`config.mk`:
```
export PLATFORM = sky130hd
export DESIGN_NAME = hq_cal_stream
export DESIGN_NICKNAME = d
export VERILOG_FILES = /design/src/rtl/hq_cal_stream.sv
export SDC_FILE = /design/constraint.sdc
export NUM_CORES = 1
export LEC_CHECK = 0
export CORE_MARGIN = 4
export CORE_UTILIZATION = 33
export DETAILED_ROUTE_END_ITERATION = 8
export REMOVE_ABC_BUFFERS = 1
export SYNTH_ARGS = -nofsm -noshare
export SYNTH_HDL_FRONTEND = slang
export SYNTH_SLANG_ARGS = --single-unit
```
`constraint.sdc`:
```
create_clock -name clk -period 4.9 [get_ports clk]
set_input_delay 1.47 -clock clk [delete_from_list [all_inputs] [get_ports clk]]
set_output_delay 1.47 -clock clk [all_outputs]
set_load 0.01 [all_outputs]
```
`src/rtl/hq_cal_stream.sv`:
```
// Buffers one 2xNR Alamouti channel frame, then streams the four real-valued
// effective-channel columns Hq. Define HQ_SAT_EN to saturate -(-2^(W-1)).
module hq_cal_stream #(
    parameter int W  = 16,
    parameter int NR = 2,
    localparam int IDXW = ($clog2(2*NR) < 1) ? 1 : $clog2(2*NR)
) (
    input  logic            clk,
    input  logic            rst,
    input  logic            in_valid,
    output logic            in_ready,
    input  logic [W-1:0]    in_r,
    input  logic [W-1:0]    in_i,
    output logic            out_valid,
    input  logic            out_ready,
    output logic [W-1:0]    Hq_r,
    output logic [W-1:0]    Hq_i,
    output logic [1:0]      out_q,
    output logic [IDXW-1:0] out_idx,
    output logic            out_last_col,
    output logic            out_last,
    output logic            busy
);

    localparam int NE = 2*NR;
    localparam logic [IDXW-1:0] LAST_E = IDXW'(NE-1);
    localparam logic [IDXW-1:0] NR_E   = IDXW'(NR);

    typedef enum logic {LOAD, CALC} state_t;

    state_t          state, state_nxt;
    logic [W-1:0]    buf_r [NE];
    logic [W-1:0]    buf_i [NE];
    logic [IDXW-1:0] load_cnt;
    logic            in_fire, load_done, out_fire, advance;
    logic [1:0]      sel_q;
    logic [IDXW-1:0] sel_e, oth_e;
    logic            sel_t;
    logic [W-1:0]    a_r, a_i, b_r, b_i, el_r, el_i;

    function automatic logic [W-1:0] neg(input logic [W-1:0] x);
`ifdef HQ_SAT_EN
        if (x == {1'b1, {(W-1){1'b0}}})
            return {1'b0, {(W-1){1'b1}}};
`endif
        return -x;
    endfunction

    assign in_ready     = (state == LOAD);
    assign busy         = (state == CALC);
    assign in_fire      = in_valid && in_ready;
    assign load_done    = in_fire && (load_cnt == LAST_E);
    assign out_fire     = out_valid && out_ready;
    assign advance      = !out_valid || out_ready;
    assign out_last_col = out_valid && (out_idx == LAST_E);
    assign out_last     = out_last_col && (out_q == 2'd3);

    // Index of the element to present next; LOAD always starts at (q0, e0).
    always_comb begin
        sel_q = out_q;
        sel_e = out_idx + 1'b1;
        if (state == LOAD) begin
            sel_q = '0;
            sel_e = '0;
        end else if (out_idx == LAST_E) begin
            sel_q = out_q + 2'd1;
            sel_e = '0;
        end
    end

    // Buffer holds h1[0..NR-1] then h2[0..NR-1], so the partner antenna of
    // element e (h2 for t0, h1 for t1) always lives NR entries away.
    always_comb begin
        sel_t = (sel_e >= NR_E);
        oth_e = sel_t ? (sel_e - NR_E) : (sel_e + NR_E);
        a_r   = buf_r[sel_e];
        a_i   = buf_i[sel_e];
        b_r   = buf_r[oth_e];
        b_i   = buf_i[oth_e];
        el_r  = a_r;
        el_i  = a_i;
        case (sel_q)
            2'd0: begin el_r = a_r;                      el_i = a_i;                      end
            2'd1: begin el_r = sel_t ? a_i : neg(a_i);   el_i = sel_t ? neg(a_r) : a_r;   end
            2'd2: begin el_r = sel_t ? neg(b_r) : b_r;   el_i = sel_t ? neg(b_i) : b_i;   end
            default: begin el_r = neg(b_i);              el_i = b_r;                      end
        endcase
    end

    always_comb begin
        state_nxt = state;
        case (state)
            LOAD:    if (load_done) state_nxt = CALC;
            default: if (out_fire && out_last) state_nxt = LOAD;
        endcase
    end

    // NOTE: sequential state uses non-blocking assignments so every register
    // samples pre-edge values regardless of statement order.
    always_ff @(posedge clk) begin
        if (rst) state <= LOAD;
        else     state <= state_nxt;
    end

    // NOTE: the coefficient buffer has no reset; it is always fully rewritten
    // before being read, so clearing it would only cost reset fan-out.
    always_ff @(posedge clk) begin
        if (in_fire) begin
            buf_r[load_cnt] <= in_r;
            buf_i[load_cnt] <= in_i;
        end
    end

    always_ff @(posedge clk) begin
        if (rst) begin
            load_cnt  <= '0;
            out_valid <= 1'b0;
            Hq_r      <= '0;
            Hq_i      <= '0;
            out_q     <= '0;
            out_idx   <= '0;
        end else begin
            if (in_fire)
                load_cnt <= load_done ? '0 : load_cnt + 1'b1;

            if (state == LOAD) begin
                if (load_done) begin
                    out_valid <= 1'b1;
                    Hq_r      <= el_r;
                    Hq_i      <= el_i;
                    out_q     <= sel_q;
                    out_idx   <= sel_e;
                end
            end else if (advance) begin
                if (out_valid && out_last) begin
                    out_valid <= 1'b0;
                end else begin
                    out_valid <= 1'b1;
                    Hq_r      <= el_r;
                    Hq_i      <= el_i;
                    out_q     <= sel_q;
                    out_idx   <= sel_e;
                end
            end
        end
    end

endmodule

```
### After elaboration in Yosys (flattened, before gate mapping)

Memory sizes are Yosys's and may differ from the RTL's.
Cells that the tools add are included.

* output and inout bits: 41
* memory bits (writable): 128
* bits in latches: 0
* flip-flop bits (word level): 40
* input bits: 36
* memories: 2
* logic and storage cells: 77
* ROM bits: 0

* reductions and logical operators: 13
* equality and inequality tests: 7
* divide/modulo/power cells: 0
* $add $sub $neg: 9
* bitwise gates (word level): 1
* shift-type cells: 0
* multipliers: 0
* muxes and demuxes: 37
* magnitude comparators: 1

Memories
* buf_i: words 4, width 16, rd ports 2, clocked after memory_dff 0, wr ports 1, RTL line 33 `logic [W-1:0] buf_i [NE];`
* buf_r: words 4, width 16, rd ports 2, clocked after memory_dff 0, wr ports 1, RTL line 32 `logic [W-1:0] buf_r [NE];`

Operators with widths (number)
* $mux 16: 12
* $pmux 16 s3: 2
* $neg 16->16: 4
* $mux 2: 14
* $mux 1: 9
* $eq 2x2->1 const B: 4
* $logic_and 1x1->1: 7
* $add 2x1->2 const B: 3
* $reduce_and 3->1: 1
* $add 2x2->2 const B: 1
* $eq 2x1->1 const B: 1
* $ge 2x2->1 const B: 1
* $logic_not 2->1: 1
* $ne 2x1->1 const B: 1
* $ne 2x2->1 const B: 1
* $reduce_and 2->1: 1
* $reduce_bool 2->1: 1
* $sub 2x2->2 const B: 1
* $logic_not 1->1: 1
* $logic_or 1x1->1: 1
* $not 1->1: 1

### Logic depth before layout (Yosys ltp)

An unclocked memory read counts as a cell.

* depth after elaboration: 12
* depth in mapped cells: 18
* mapped depth without buffers: 12

### Worst setup path before layout

OpenSTA, ideal clock, no wires.

* path type: register to register
* start: register out_idx[0]
* end: register Hq_i[12]
* data arrival time: 3.833 ns
* required time: 4.783 ns
* setup time: 0.117 ns
* stages on the path, launching flop included: 19
* setup slack: 0.951 ns
* cells stage by stage: dfxtp_1 ha_1 buf_2 and2_1 buf_2 buf_2 buf_1 clkbuf_1 clkbuf_1 mux4_2 inv_1 ha_1 o221ai_1 nor2_1 nand2b_1 nor3_1 xnor2_1 a21oi_1 a22o_1

* word-level cells in the longest chain between the ends: 12
* elaborated cells on any way between the ends: 29

Ends and longest elaborated chain
* start: declaration: RTL line 19 `output logic [IDXW-1:0] out_idx,`
* start signal: assignment: RTL line 132 `out_idx <= sel_e;`
* start signal: assignment: RTL line 142 `out_idx <= sel_e;`
* $add 2x1->2 or $eq 2x2->1 (tied branches): RTL line 61, 55, 65
* $mux 2: RTL line 65 `end else if (out_idx == LAST_E) begin`
* $mux 2: RTL line 62 `if (state == LOAD) begin`
* $add 2x2->2 (tied with other cells): RTL line 75 `oth_e = sel_t ? (sel_e - NR_E) : (sel_e + NR_E);`
* $mux 2: RTL line 75
* $mem_v2 4x16
* $neg 16->16: RTL line 46 `return -x;`
* $mux 16: RTL line 85 `2'd2: begin el_r = sel_t ? neg(b_r) : b_r; el_i = sel_t ? neg(b_i) : b_i; end`
* $pmux 16 s3: RTL line 82 `case (sel_q)`
* $mux 16: RTL line 135 `if (out_valid && out_last) begin`
* $mux 16: RTL line 134 `end else if (advance) begin`
* $mux 16: RTL line 126 `if (state == LOAD) begin`
* end signal: assignment: RTL line 130 `Hq_i <= el_i;`
* end signal: assignment: RTL line 140 `Hq_i <= el_i;`
* end: declaration: RTL line 17 `output logic [W-1:0] Hq_i,`

Parallel ways exist; a longest one is shown, timed or not. The select of a mux whose other input is x is not followed.
A chain may end at the register's enable or synchronous reset.

### Worst setup path in the final report

* start: register state, in the netlist busy
* end: output in_ready

* word-level cells in the longest chain between the ends: 1

Ends and longest elaborated chain
* start: declaration: RTL line 31 `state_t state, state_nxt;`
* start signal: assignment: RTL line 102 `else state <= state_nxt;`
* $not 1->1
* end: declaration: RTL line 11 `output logic in_ready,`

No other way between the ends.

==> impl_summary.txt <==
----------------------------------------------------
[Status]
  Run status ... finished clean

[Floorplanning]
  Initial cell density of the core ... between 30 and 40%
  Placeable Area ... approximately 0.032 sq mm
  Die outline width ... 187 microns
  Number of ports placed on the die boundary ... 77
  Total number of placement rows ... 65
  Height of the die ... 187 microns
  DIE AREA ... around 0.035 sq mm

[Global route]
  Pin count of the biggest net entering global routing ... just over 60
  GR Overflow Total ... 0
  Initial antenna violation count ... 0
  Number of global-route vias before repair ... roughly 9000
  Global-route wire length before repair ... 57200 microns
  Gr usage total ... 21.0%

[Place]
  Pre-CTS worst setup slack ... approximately 860 ps
  Placed cell areas ... 0.0118 sq mm
  Half-perimeter wire length after detailed placement ... about 27000 microns
  Global placement routability congestion ... between 0.9 and 1
  Buffers added on ports ... 76

[Yosys]
  Post-Synthesis Cell Area ... approximately 0.011 sq mm
  Synth Flop Type ... edfxtp_1
  Synth Area in Simple Gates ... between 10% and 20%
  Warning count from the yosys run ... 0
  Post-synthesis compound-gate area fraction ... about a fifth
  Mux contribution to synthesized area ... under 10%
  Most frequent cell after synthesis ... edfxtp_1
  Post-synth EDFFs ... about 130
  Avg Inst Size Synth ... 9.68 sq um
  XOR/XNOR share of the synthesized area ... between 4 and 5%
  Top post-synthesis cells by area ... edfxtp_1, dfxtp_1, mux2i_1
  Async set or reset register ratio after synthesis ... 0%
  Main combinational cell family by area after synthesis ... compound AO/OA/AOI/OAI gates
  Portion of synthesized cell area occupied by the leading cell type ... a little over a third
  Post-synth cell types ... 84
  Flip-flop and latch count after synthesis ... ~170
  Synthesized-area fraction occupied by adder cells ... less than 1%
  Top cells by count, synth ... edfxtp_1, nor2_1, nand2_1
  Number of standard cells after synthesis ... about 1100
  Post-synthesis sequential area ratio ... between 40% and 50%
  Cell type contributing the most total cell area after synthesis ... edfxtp_1

[Clocking]
  Post-CTS setup buffer count ... 0
  H-tree lvl count ... 4
  Longest Clk Path Bufs ... 2
  Worst-Skew Late Latency ... about 450 ps
  Worst-path clk slew ... around 80 ps
  Clock tree root buffer cell ... clkbuf_16
  Number of buffers inserted by hold repair at cts ... 0
  CTS sink count ... about 170
  CTS tree ... done
  CTS Buf Count ... 17
  Total of cells resized after clock tree synthesis ... 0

[Setup path]
  Data required time at the worst endpoint ... 3430 ps
  Startpoint of the most critical setup path ... busy
  Critical R2R Capture ... Hq_i[15]
  Worst setup path category ... reg2out
  CP startpoint kind ... register
  Setup slack, reg-to-reg ... approximately 930 ps
  Arrival @ worst endpoint ... between 2000 and 3000 ps
  Crit path to ... in_ready
  R2r startpoint ... busy
  Depth of the most critical reg-to-reg path ... 9
  Max Fanout on Critical Path ... 22
  Critical Path End Type ... output port

[Cells and area]
  Area growth syn-to-layout ... 17.5%
  Register cell area after layout ... 0.00464 sq mm
  Total area of multi-input combinational cells ... between 0.005 and 0.006 sq mm
  Diode count ... 0
  Post-layout instance area ... approximately 0.012 sq mm
  Fraction of layout cells with a size suffix above 1 ... approximately a tenth
  Fill cells ... between 3000 and 4000
  Post-layout nets ... 1196

[STA]
  Setup repair after global routing missed its margin ... no
  Slew margin rel. ... 22.3%
  Final hold viol count ... 0
  Final setup fails ... 0
  Post-Route Skew ... roughly 17 ps
  Highest clock frequency the design can meet ... ~240 MHz
  Worst-margin pin slew ... 1160 ps
  Post-route clock period utilization ... a little over four fifths
  Clock period minus final worst setup slack ... a little over 4000 ps
  Worst path setup slack after routing ... 778 ps
  Max-slew violation count ... 0

[Pwr]
  Total leakage power ... 0.00440 uW
  Worst VDD drop ... around 200 uV
  Power per Cell Area ... roughly 270 mW/mm^2

[Route]
  Drt via density ... ~6.1
  First drt pass iteration count ... 6
  Post-detailed-route DRC marker count ... 0
  Number of DRC markers after the initial detailed-route iteration ... approximately 1300
  Avg WL per Cell ... ~24 microns
  Post-DRT Antenna Nets ... 0
  Total via count in the routed design ... 9496
  Total routed wirelength ... between 30000 and 40000 microns

[Worst hold path]
  Hold Path Class ... reg2reg

[Run]
  Max-Cap Viols ... 0

----------------------------------------------------
## sequential cells by signal, summed over array words and instances, names as in the netlist
name,count
Hq_r,16
buf_i,64
buf_r,64
out_q,2
out_valid,1
busy,1
out_idx,2
load_cnt,2
Hq_i,16
## routing by layer
metal	GRT usage [%]	part of all wire, %
met3	5.06	9.7
met4	7.54	3.1
met5	0	0
met1	29.7	44
met2	31.5	44
## kinds of logic after synthesis
logic type	count (synthesis)
AND/OR/NAND/NOR	384
AO/OA/AOI/OAI	300
flip-flops	168
buffers and inverters	95
multiplexers	86
XOR/XNOR	50
adder cells (fa/ha/maj)	8
## power by group
group / switching (uW) / internal (uW)
logic: 198 / 130
clock network: 605 / 747
registers: 39.3 / 1590
## placed cells by master, fill, tap and decap left out, drive strengths merged, types with 7 or more instances in the layout
master         synthesis  final
edfxtp               128    128
nor2                 125    125
nand2                115    115
clkdlybuf4s50          0     76
a21oi                 74     74
mux2i                 72     72
o21ai                 46     46
buf                   41     44
dfxtp                 40     40
nand3                 31     31
nor3                  29     29
xnor2                 28     28
a211oi                25     25
xor2                  22     22
clkbuf                37     19
inv                   16     19
o22ai                 17     17
o211ai                14     14
a31oi                 13     13
a221oi                12     12
nand4                 12     12
o311ai                11     11
nor4                  11     11
o31ai                 10     10
mux4                  10     10
or3                    9      9
clkinv                 1      9
a2111oi                9      9
a22oi                  8      8
ha                     8      8
nor3b                  8      8
nand2b                 8      8
a32oi                  7      7
and3                   7      7
nor2b                  7      7
a211o                  7      7
and2                   7      7
## per-stage QoR
stage | hold WS (ps) | TNS [ps] | power [uW] | utilization [%] | cells
after floorplan | 463 | -34480 | 1830 | - | 1013
after global placement | 430 | 0 | 1980 | 37.5 | 1535
after detailed placement | 445 | 0 | 1980 | 37.5 | 1535
after CTS | 453 | 0 | 3320 | 39.3 | 1566
after global routing | 472 | 0 | 3410 | 39.3 | 1566
final | 447 | 0 | 3310 | 39.3 | 1566
## worst min path at each step
stage            start      end  slack, ps  depth (start not counted)
2_1_floorplan  Hq_r[5]  Hq_r[5]        460                          2
3_3_place_gp   Hq_r[5]  Hq_r[5]        430                          2
3_5_place_dp   Hq_r[5]  Hq_r[5]        440                          2
4_1_cts        Hq_r[5]  Hq_r[5]        450                          2
5_1_grt        Hq_r[7]  Hq_r[7]        470                          2
6_report       Hq_r[5]  Hq_r[5]        450                          2
## area by class of cell
cell class              count  area share, %
well taps                 402           4.05
clock buffers              19           3.74
multi-input cells         828           44.4
repair buffers            120           8.99
flip-flops and latches    168           37.4
clock inverters            12          0.947
inverters                  17          0.514
## critical path, stage by stage (launching register included)
cell,delay [ps]
dfxtp_1,970
buf_4,320
clkinv_1,320
clkdlybuf4s50_1,600
Power figures use the tool's default switching activity.
==> RTL change 1: new RTL, same settings <==
The option `HQ_SAT_EN` is turned on by a define.
--- a/src/rtl/hq_cal_stream.sv
+++ b/src/rtl/hq_cal_stream.sv
@@ -1,4 +1,6 @@
 // Buffers one 2xNR Alamouti channel frame, then streams the four real-valued
 // effective-channel columns Hq. Define HQ_SAT_EN to saturate -(-2^(W-1)).
+`define HQ_SAT_EN
+
 module hq_cal_stream #(
     parameter int W  = 16,
Behaviour: not the same (Yosys sat finds a counterexample within 10 cycles, from zero or initial values and one cycle with rst high).
==> RTL change 1 against the original RTL <==
Maximum frequency decreased by 3.0%. Sequential cell count unchanged. Utilization increased by 0.30 points. Setup slack got worse by 130 ps. Critical endpoint is now Hq_i[7]$_SDFFE_PP0P_. Synthesized area about the same. Cell area increased by 0.76%. Count of clock-buffer cells in the layout unchanged. Total power increased by 0.72%. Routed wire length increased by 5.9%.
==> RTL change 1: results (changes against the original RTL) <==
Setup path
  – Worst-path maximum fanout: 19 (-14%)
  – Cells on worst reg2reg path: 11 (+2)
  – WP data arrival: 4650 ps (+2000 ps)
  – Slowest cell on crit path: nor4_1
  – CP max stage delay: 690 ps (-280 ps)

Power and ir drop
  – Largest vdd supply drop: 0.258 mV (+28%)
  – P_leak: 0.00457 uW (+3.8%)

GRT
  – First-pass GRT wire length: 60000 microns (+4.9%)
  – Vias in the first global route: 9415 (+4.2%)
  – Total GRT Usage: 0.224 (+0.0138)

Place
  – Placed Cells: 1573 (+2.5%)
  – Place WS: 706 ps (-158 ps)
  – Post-DP HPWL: 29400 microns (+8.3%)
  – GPL Wtd Cong: 0.985 (+0.87%)

Timing
  – Clock Skews: 25.5 ps (+8.47 ps)

Detailed routing
  – Drt first pass iters: 7 (+1)
  – Detailed Route Iter0 Violations: 981 (-22%)
  – Routed vias: 9586 (+0.95%)
  – Final wirelength: 40000 microns (+5.9%)
  – Vias per inst: 5.97 (-1.5%)

Logic synthesis
  – Sequential share of the synthesized area: 0.440 (about the same)
  – Asr flop ratio synth: 0 (unchanged)
  – Largest cells by area after synthesis: edfxtp_1, dfxtp_1, nand2_1

Worst hold path
  – Hold Path Class: flip-flop to flip-flop
  – Hold depth: 1 (-1)

Layout
  – Final layout net count: 1235 (+3.3%)
  – Ratio of cells with drive above 1 in the final layout: 0.109 (+0.00408)

Run status
  – Status: finished clean
-- RTL change 1: cell count changes in the layout (fill, tap and decap cells not counted), sizes merged, moves of 8 or more --
cell,change
o21ai,+35
mux2i,-24
nand2,+20
inv,+18
a21oi,+15
nand3,-15
mux2,+10
nor2,-10
o22ai,-10
o311ai,-9
a211o,+8
and2,+8
-- RTL change 1: through the flow --
| step | power (uW) | hold WS, ps | setup TNS [ps] |
|---|---|---|---|
| final | 3330 | 479 | 0 |
| after global routing | 3440 | 510 | 0 |
| after CTS | 3340 | 476 | 0 |
| after detailed placement | 1960 | 458 | 0 |
| after global placement | 1960 | 465 | 0 |
| after floorplan | 1810 | 470 | -41440 |
-- RTL change 1: metal layers --
layer,GRT usage,wire (microns),vias to the layer above
li1,-,-,4327
met1,0.309,17300,4691
met2,0.349,18100,489
met3,0.0332,2860,79
met4,0.102,1670,0
met5,0,0,-
-- RTL change 1: cell families after synthesis --
kind of cell / count (synthesis) / share of synthesized area
AOI/OAI and AO/OA: 324 / 0.202
xor gates and xnor gates: 45 / 0.0373
adders and majority gates: 9 / 0.0107
buffers and inverters: 109 / 0.0412
DFF: 168 / 0.440
muxes: 77 / 0.0928
and+or+nand+nor: 389 / 0.176
-- RTL change 1: power breakdown --
group	internal, uW	switching (uW)
clock	759	638
combinational	127	189
sequential	1580	33.5
-- RTL change 1: area by class of cell --
class,instances,area (sq um)
inverters,34,128
well taps,402,503
multi-input cells,844,5520
clock inverters,13,146
repair buffers,125,1140
flip-flops and latches,168,4640
clock buffers,19,433
fillers,3112,19000
-- RTL change 1: worst reg2reg max path, cell delays in order, from the launching register on --
cell and delay, ps:
dfxtp_1 340, ha_1 350, or3b_4 580, buf_4 250, mux4_2 420, o2111ai_1 260
nor4_1 690, and2_1 280, nor3_1 80, buf_4 230, a2111oi_0 540, a211o_1 180
-- RTL change 1: path summary, 6_finish.rpt --
check / startpoint / endpoint / slack (ps)
max: out_idx[1]$_SDFFE_PP0P_ / Hq_i[7]$_SDFFE_PP0P_ / 650
min: Hq_i[14]$_SDFFE_PP0P_ / Hq_i[14]$_SDFFE_PP0P_ / 480
max reg2reg: out_idx[1]$_SDFFE_PP0P_ / Hq_i[7]$_SDFFE_PP0P_ / 650
min reg2reg: Hq_i[14]$_SDFFE_PP0P_ / Hq_i[14]$_SDFFE_PP0P_ / 480
==> RTL change 2: new RTL, config.mk and constraints unchanged <==
Without the edit above. Make the reset (`rst`) asynchronous in 2 clocked blocks.
--- a/src/rtl/hq_cal_stream.sv
+++ b/src/rtl/hq_cal_stream.sv
@@ -98,5 +98,5 @@
     // NOTE: sequential state uses non-blocking assignments so every register
     // samples pre-edge values regardless of statement order.
-    always_ff @(posedge clk) begin
+    always_ff @(posedge clk or posedge rst) begin
         if (rst) state <= LOAD;
         else     state <= state_nxt;
@@ -112,5 +112,5 @@
     end
 
-    always_ff @(posedge clk) begin
+    always_ff @(posedge clk or posedge rst) begin
         if (rst) begin
             load_cnt  <= '0;
Function: differs if rst is asserted again (counterexample within 10 cycles, from zero or initial values and one cycle with rst high); with rst held inactive, the same outputs for 10 cycles.
==> RTL change 2 against the original RTL <==
Sequential cell count stayed put. Clock skew barely moved. First-iteration DRC count decreased by 17%. Critical path type is now flip-flop to flip-flop. Critical path depth grew 8. Routed wire length decreased by 9.9%. Synthesized area down 1.6%. Setup slack got worse by 80 ps. Sequential share of layout area grew 2.6 points. Cell area decreased by 2.4%. Final cell count fell by 5.9%. Highest routed layer unchanged.
Power is left out: it rests on default switching activity, and per cell area and clock period it moved more than threefold.
==> RTL change 2: results (changes against the original RTL) <==
Run status
  – Status: finished clean

GRT
  – Initial antenna violation count: 0 (unchanged)
  – Vias in the first global route: 8290 (-8.3%)
  – First-pass GRT wire length: 51600 microns (-9.7%)
  – Total GRT Usage: 0.195 (-0.0146)
  – Largest net degree at the start of global routing: 58 (-6.5%)
  – GRT met3 Usage: 0.0319 (-0.0187)
  – Met2 Usage GRT: 0.300 (-0.0150)
  – GR Layer Usage met1: 0.283 (-0.0138)

Timing
  – Clock Skews: 16.6 ps (-0.458 ps)
  – Slew margin rel.: 0.186 (-0.0374)

Detailed routing
  – WL met3: 2550 microns (-30%)
  – Final wirelength: 34100 microns (-9.9%)
  – WL met1: 15500 microns (-6.4%)
  – WL met2: 15200 microns (-7.3%)
  – Vias per inst: 5.92 (-2.4%)
  – Detailed Route Iter0 Violations: 1034 (-17%)

Layout
  – Multi-input gates: 767 (-7.4%)
  – ClkCell Share: 0.0464 (-0.000412)
  – Fillers: 2965 (-4.9%)
  – Non-clock buffers: 106 (-12%)
  – Post-Layout Cell Count: 1474 (-5.9%)
  – Final layout net count: 1110 (-7.2%)
  – Seq area share: 0.400 (+0.0256)
  – Final non-clock buffer share: 0.0824 (-0.00752)
  – Ratio of cells with drive above 1 in the final layout: 0.0983 (-0.00648)
  – Inverter count: 6 (-11)
  – # clk buffers: 21 (+2)

Place
  – Placed Cells: 1443 (-6.0%)
  – Post-DP HPWL: 24000 microns (-12%)
  – GPL Wtd Cong: 0.958 (-1.9%)

Logic synthesis
  – Largest cells by area after synthesis: edfxtp_1, dfrtp_1, mux2i_1
  – Most frequent cells after synthesis: edfxtp_1, nand2_1, nor2_1, mux2i_1, a21oi_1
  – Synthesized area per cell: 10.3 sq um (+6.1%)
  – Synth unique cells: 90 (+7.1%)
  – Mux cell area share after synthesis: 0.102 (+0.00639)
  – YS warnings: 0 (unchanged)
  – Sequential share of the synthesized area: 0.466 (+0.0265)
  – Post-synthesis adder-cell area fraction: 0.00963 (+0.000156)
  – Asr flop ratio synth: 0.238 (+0.238)
  – XOR/XNOR share of the synthesized area: 0.0396 (-0.00184)

Setup path
  – WP data arrival: 4540 ps (+1890 ps)
  – Crit-path leading delay family: simple AND/OR/NAND/NOR gates
  – Worst-path maximum fanout: 20 (-9.1%)
  – Slowest cell on crit path: ha_1
  – CP max stage delay: 830 ps (-140 ps)
RTL change 2: worst paths after layout:
kind / start / endpoint / slack, ps / depth (start not counted)
hold / removal: Hq_i[3]$_DFFE_PP0P_ / Hq_i[3]$_DFFE_PP0P_ / 530 / 2
setup reg to reg: out_idx[1]$_DFFE_PP0P_ / Hq_r[12]$_DFFE_PP0P_ / 700 / 11
max in group asynchronous: rst / Hq_r[1]$_DFFE_PP0P_ / 2630 / 2
min in group asynchronous: rst / Hq_r[14]$_DFFE_PP0P_ / 1600 / 2
hold reg to reg: Hq_i[3]$_DFFE_PP0P_ / Hq_i[3]$_DFFE_PP0P_ / 530 / 2
setup / recovery: out_idx[1]$_DFFE_PP0P_ / Hq_r[12]$_DFFE_PP0P_ / 700 / 11
RTL change 2: stage by stage:
stage                     TNS (ps)   util  area, sq um  setup slack, ps
after global routing             0  0.393        12100              646
final                            0  0.393        12100              698
after detailed placement         0  0.375        11600              921
after global placement           0  0.375        11600              956
after floorplan             -21450      -        10000            -1110
after CTS                        0  0.393        12100              884
